$ cat src/rtl/logic_gates_pkg.sv
// Shared types for the registered bitwise gate unit (logic_gates).
package logic_gates_pkg;

    localparam int WIDTH_MAX = 64;

    // Seven gate values for a single bit lane.
    typedef struct packed {
        logic and_v;
        logic or_v;
        logic not_v;
        logic nand_v;
        logic nor_v;
        logic xor_v;
        logic xnor_v;
    } gate_bit_t;

endpackage

$ cat src/rtl/logic_gates_cell.sv
// Combinational 1-bit gate evaluator; one instance per bit lane of logic_gates.
module logic_gates_cell
    import logic_gates_pkg::*;
(
    input  logic      a,
    input  logic      b,
    output gate_bit_t res
);

    always_comb begin
        res        = '0;
        res.and_v  = a & b;
        res.or_v   = a | b;
        res.not_v  = ~a;
        res.nand_v = ~(a & b);
        res.nor_v  = ~(a | b);
        res.xor_v  = a ^ b;
        res.xnor_v = ~(a ^ b);
    end

endmodule

$ cat src/rtl/logic_gates.sv
// Registered bitwise gate unit, one-cycle latency.
// Define LOGIC_GATES_REDUCE_EN to add registered and/or/xor reductions of a.
module logic_gates
    import logic_gates_pkg::*;
#(
    parameter int WIDTH = 1
) (
    input  logic             clk,
    input  logic             rst_n,
    input  logic             in_valid,
    input  logic [WIDTH-1:0] a,
    input  logic [WIDTH-1:0] b,
    output logic             out_valid,
    output logic [WIDTH-1:0] and_out,
    output logic [WIDTH-1:0] or_out,
    output logic [WIDTH-1:0] not_a,
    output logic [WIDTH-1:0] nand_out,
    output logic [WIDTH-1:0] nor_out,
    output logic [WIDTH-1:0] xor_out,
    output logic [WIDTH-1:0] xnor_out
`ifdef LOGIC_GATES_REDUCE_EN
    ,
    output logic             and_red,
    output logic             or_red,
    output logic             xor_red
`endif
);

    typedef struct packed {
        logic [WIDTH-1:0] and_v;
        logic [WIDTH-1:0] or_v;
        logic [WIDTH-1:0] not_v;
        logic [WIDTH-1:0] nand_v;
        logic [WIDTH-1:0] nor_v;
        logic [WIDTH-1:0] xor_v;
        logic [WIDTH-1:0] xnor_v;
    } gate_res_t;

    gate_bit_t bits_d [WIDTH];
    gate_res_t res_d;
    gate_res_t res_p1;
    logic      vld_p1;

    if (WIDTH < 1 || WIDTH > WIDTH_MAX) begin : g_width_chk
        $error("logic_gates: WIDTH out of range 1..%0d", WIDTH_MAX);
    end

    for (genvar i = 0; i < WIDTH; i++) begin : g_cell
        logic_gates_cell u_cell (
            .a   (a[i]),
            .b   (b[i]),
            .res (bits_d[i])
        );
    end

    always_comb begin
        res_d = '0;
        for (int i = 0; i < WIDTH; i++) begin
            res_d.and_v[i]  = bits_d[i].and_v;
            res_d.or_v[i]   = bits_d[i].or_v;
            res_d.not_v[i]  = bits_d[i].not_v;
            res_d.nand_v[i] = bits_d[i].nand_v;
            res_d.nor_v[i]  = bits_d[i].nor_v;
            res_d.xor_v[i]  = bits_d[i].xor_v;
            res_d.xnor_v[i] = bits_d[i].xnor_v;
        end
    end

    // ---- stage p1: result register; operands only enter when in_valid is high
    always_ff @(posedge clk or negedge rst_n) begin
        if (!rst_n) begin
            res_p1 <= '0;
            vld_p1 <= 1'b0;
        end else begin
            vld_p1 <= in_valid;
            if (in_valid) begin
                res_p1 <= res_d;
            end
        end
    end

    assign out_valid = vld_p1;
    assign and_out   = res_p1.and_v;
    assign or_out    = res_p1.or_v;
    assign not_a     = res_p1.not_v;
    assign nand_out  = res_p1.nand_v;
    assign nor_out   = res_p1.nor_v;
    assign xor_out   = res_p1.xor_v;
    assign xnor_out  = res_p1.xnor_v;

`ifdef LOGIC_GATES_REDUCE_EN
    logic [2:0] red_p1;

    always_ff @(posedge clk or negedge rst_n) begin
        if (!rst_n) begin
            red_p1 <= '0;
        end else if (in_valid) begin
            red_p1 <= {&a, |a, ^a};
        end
    end

    assign and_red = red_p1[2];
    assign or_red  = red_p1[1];
    assign xor_red = red_p1[0];
`endif

endmodule

$ cat config.mk
export PLATFORM = sky130hd
export DESIGN_NAME = logic_gates
export DESIGN_NICKNAME = d
export VERILOG_FILES = /design/src/rtl/logic_gates_pkg.sv /design/src/rtl/logic_gates_cell.sv /design/src/rtl/logic_gates.sv
export SDC_FILE = /design/constraint.sdc
export NUM_CORES = 1
export LEC_CHECK = 0
export CORE_AREA = 2 2 39 41
export CTS_BUF_LIST = sky130_fd_sc_hd__clkbuf_2
export CTS_CLUSTER_SIZE = 30
export DETAILED_ROUTE_END_ITERATION = 16
export DIE_AREA = 0 0 41 43
export HOLD_SLACK_MARGIN = 0.15
export SETUP_SLACK_MARGIN = 0.02
export SLEW_MARGIN = 20
export SYNTH_ARGS = -nofsm -noshare
export SYNTH_HDL_FRONTEND = slang
export SYNTH_SLANG_ARGS = --single-unit
$ cat constraint.sdc
create_clock -name clk -period 1.1 [get_ports clk]
set_clock_uncertainty 0.2 [all_clocks]
set_input_delay 0.165 -clock clk [delete_from_list [all_inputs] [get_ports clk]]
set_output_delay 0.165 -clock clk [all_outputs]
set_load 0.01 [all_outputs]
=== Word level (Yosys, flattened, before mapping) ===
Cells that the tools add are included.

* Output and inout bits: 8
* Input bits: 5
* Word-level logic and storage cells: 15
* Bits in registers: 8

* Bitwise operators: 7

{| class="wikitable"
|+ Operator list
! kind !! count
|-
| NOT 1 bit || 4
|-
| bitwise AND 1 bit || 1
|-
| bitwise OR 1 bit || 1
|-
| XOR 1 bit || 1
|}

=== Logic depth before layout (Yosys ltp) ===
* Depth in word-level cells: 2
* Gate-level depth with buffers: 3
* Mapped depth without buffers: 3

=== Modules after synthesis ===
Synthesis repeated with hierarchy kept, for this count alone.

* Cells, all modules: 25
* Area total of the unflattened synthesis: 385.4 sq um

{| class="wikitable"
|+ By module, submodules not included
! module !! cells an instance !! area each (sq um) !! sequential area each (sq um) !! instances
|-
| logic_gates || 16 || 316.6 || 200.2 || 1
|-
| logic_gates_cell || 9 || 68.8 || 0.0 || 1
|}

=== Least setup slack after synthesis ===
OpenSTA, ideal clock, no wires.

* Kind: input port to flip-flop
* From: input port a
* To: register res_p1, in the netlist xor_out
* Data arrival time: 747 ps
* Buffers on the path: 0
* Slack: 28 ps
* Stages: 3
* Library setup time: 125 ps
* Path through: inv_1 > ha_1 > mux2_4

{| class="wikitable"
|+ RTL lines
! item !! line !! source
|-
| from (decl) || logic_gates.sv:11 || <nowiki>input logic [WIDTH-1:0] a,</nowiki>
|-
| to (signal assigned) || logic_gates.sv:77 || <nowiki>res_p1 <= res_d;</nowiki>
|-
| to (decl) || logic_gates.sv:41 || <nowiki>gate_res_t res_p1;</nowiki>
|}

=== Worst setup path after layout ===
* From: register res_p1, in the netlist and_out
* To: output port and_out

{| class="wikitable"
|+ RTL lines
! item !! line !! source
|-
| to (decl) || logic_gates.sv:14 || <nowiki>output logic [WIDTH-1:0] and_out,</nowiki>
|}

No word-level cell between the ends.

==> flow_summary.json <==
{
  "final_cell_mix": "buf_4 (10), dfrtp_1 (8), buf_2 (7), mux2_4 (4), ha_1 (4)",
  "area_growth_pct": 52.7,
  "dpl_cell_area_um2": 544,
  "grt_pass1_wl_um": 966,
  "layout_min_cycle_time_ns": 1.13,
  "instances_no_fill": 66,
  "hold_path_class": "primary input to asynchronous set/reset pin",
  "final_antenna_net_count": 0,
  "rows": 14,
  "die_w_um": 41,
  "cts-root-buf": "clkbuf_2",
  "syn-cell-area_um2": 370,
  "leakagePower_nw": 0.322,
  "place.gp.congestion": 0.696,
  "arrival_ns": 0.77,
  "wl_um": 667,
  "finalSetupViolCount": 7,
  "die_h_um": 43,
  "yosysUniqueCellTypes": 6,
  "final_common_cell": "buf_4",
  "wl_per_cell_um": 10.1,
  "syn_area_per_cell_um2": 14.8,
  "clk_latency_ns": 0.23,
  "route.vias.total": 254,
  "num_io_pins": 13,
  "violations": "setup timing",
  "power_density_nw_per_um2": 1210,
  "synth_seq_area_share": 0.541,
  "cpMaxStageDelayCell": "dfrtp_1",
  "drc": 0,
  "viasPerCell": 3.85,
  "slowest_delay_ns": 0.39,
  "drt-pass1-iter-count": 2,
  "rsz0062_at_grt": "yes",
  "grt_max_degree": 9,
  "io_buffers": 12,
  "power_mw": 0.683,
  "period_share": 1.03,
  "syn_nets": 34,
  "start_util": 0.268,
  "dpl.hpwl_um": 475,
  "crit_family": "flip-flops",
  "tightest_slew_ns": 0.366,
  "timing.hold.ws_ns": 0.000122,
  "design_area_um2": 566,
  "cts.clk_slew.worst_paths_ns": 0.08,
  "max_freq_mhz": 883,
  "core_area_um2": 1380,
  "slew_viol_final": 0,
  "endpoint_kind": "output pin",
  "clock_path_buffers": 2,
  "startpoint_type": "flip-flop",
  "drt_iter0_markers": 1,
  "dp_cells": 58,
  "peakVddDrop_uv": 582,
  "cap_violations": 0,
  "syn-instance-count": 25,
  "worstPathMaxFanout": 2,
  "setup_ws_ns": -0.0320,
  "overflow": 0,
  "setup_tns_ns": -0.120,
  "hold_viol_final": 0,
  "critPathBufInv": 1,
  "cts-buffers-inserted": 3,
  "grt_pass1_vias": 268,
  "slew_headroom": 0.755,
  "synth_warnings": 0,
  "antennaDiodeCount": 0,
  "antenna_found_initial": 0,
  "drive_above_1_share": 0.560,
  "final_nets": 61,
  "die-area_um2": 1760,
  "h-tree-depth": 1,
  "status": "finished with violations",
  "crit_type": "flip-flop to output pin",
  "cts_sinks": 8,
  "path_cells": "buf_2",
  "tritoncts": "built",
  "grt_usage": 0.0870,
  "ys_seq_elements": 8,
  "worstPathRequired_ns": 0.73
}
-- per-stage QoR --
step	util	worst slack [ns]
after floorplan	-	0.0278
after global placement	0.393	-0.501
after detailed placement	0.393	-0.516
after CTS	0.397	-0.0463
after global routing	0.409	-0.0672
final	0.409	-0.0320
-- cell families after synthesis --
kind of cell | synth area share
adder cells (fa/ha/maj) | 0.135
buffers and inverters | 0.0811
flip-flops | 0.541
multiplexers | 0.243
-- synthesized netlist by cell type --
cell,n,area (um2)
dfrtp_1,8,200
inv_1,5,18.8
ha_1,4,50.1
mux2_4,4,60.1
mux2i_1,3,30.0
buf_6,1,11.3
-- registers in the layout (all words and copies together), names as in the netlist --
name / cells
not_a: 1
nand_out: 1
out_valid: 1
or_out: 1
and_out: 1
xor_out: 1
xnor_out: 1
nor_out: 1
-- power breakdown --
part	switching [mW]	internal [mW]	leakage [nW]
Clock	0.100	0.0744	0.0125
Sequential	0.0141	0.323	0.0930
Combinational	0.0666	0.105	0.216
Total	0.181	0.502	0.322
-- path summary, 6_finish.rpt --
kind                                 startpoint  cells past startpoint              endpoint  slack, ns
setup / recovery            and_out$_DFFE_PN0P_                      1               and_out      -0.03
min in group clk                       in_valid                      3  xnor_out$_DFFE_PN0P_       0.18
hold reg to reg            nand_out$_DFFE_PN0P_                      2  nand_out$_DFFE_PN0P_       0.33
max in group asynchronous                 rst_n                      1  nand_out$_DFFE_PN0P_       0.43
setup reg to reg              not_a$_DFFE_PN0P_                      2     not_a$_DFFE_PN0P_       0.01
hold / removal                            rst_n                      1   out_valid$_DFF_PN0_     0.0001
-- metal layers --
metal  GRT usage  wire length [um]
met4      0.0800                 8
met5           0                 0
met2       0.128               304
met1      0.0891               293
met3      0.0314                60
-- layout make-up --
type / instances / area, um2
Timing Repair Buffer: 23 / 171
Clock buffer: 3 / 15.0
Fill cell: 140 / 818
Inverter: 5 / 18.8
Multi-Input combinational cell: 11 / 140
Sequential cell: 8 / 200
Tap cell: 16 / 20.0
-- timing repair --
item,CTS,global route
setup buffers,4,1
endpoints found under the hold margin,8,8
pin swaps,1,0
gates resized for setup,38,3
setup endpoints to repair,14,11
No activity file was read; power rests on OpenSTA's default activity.
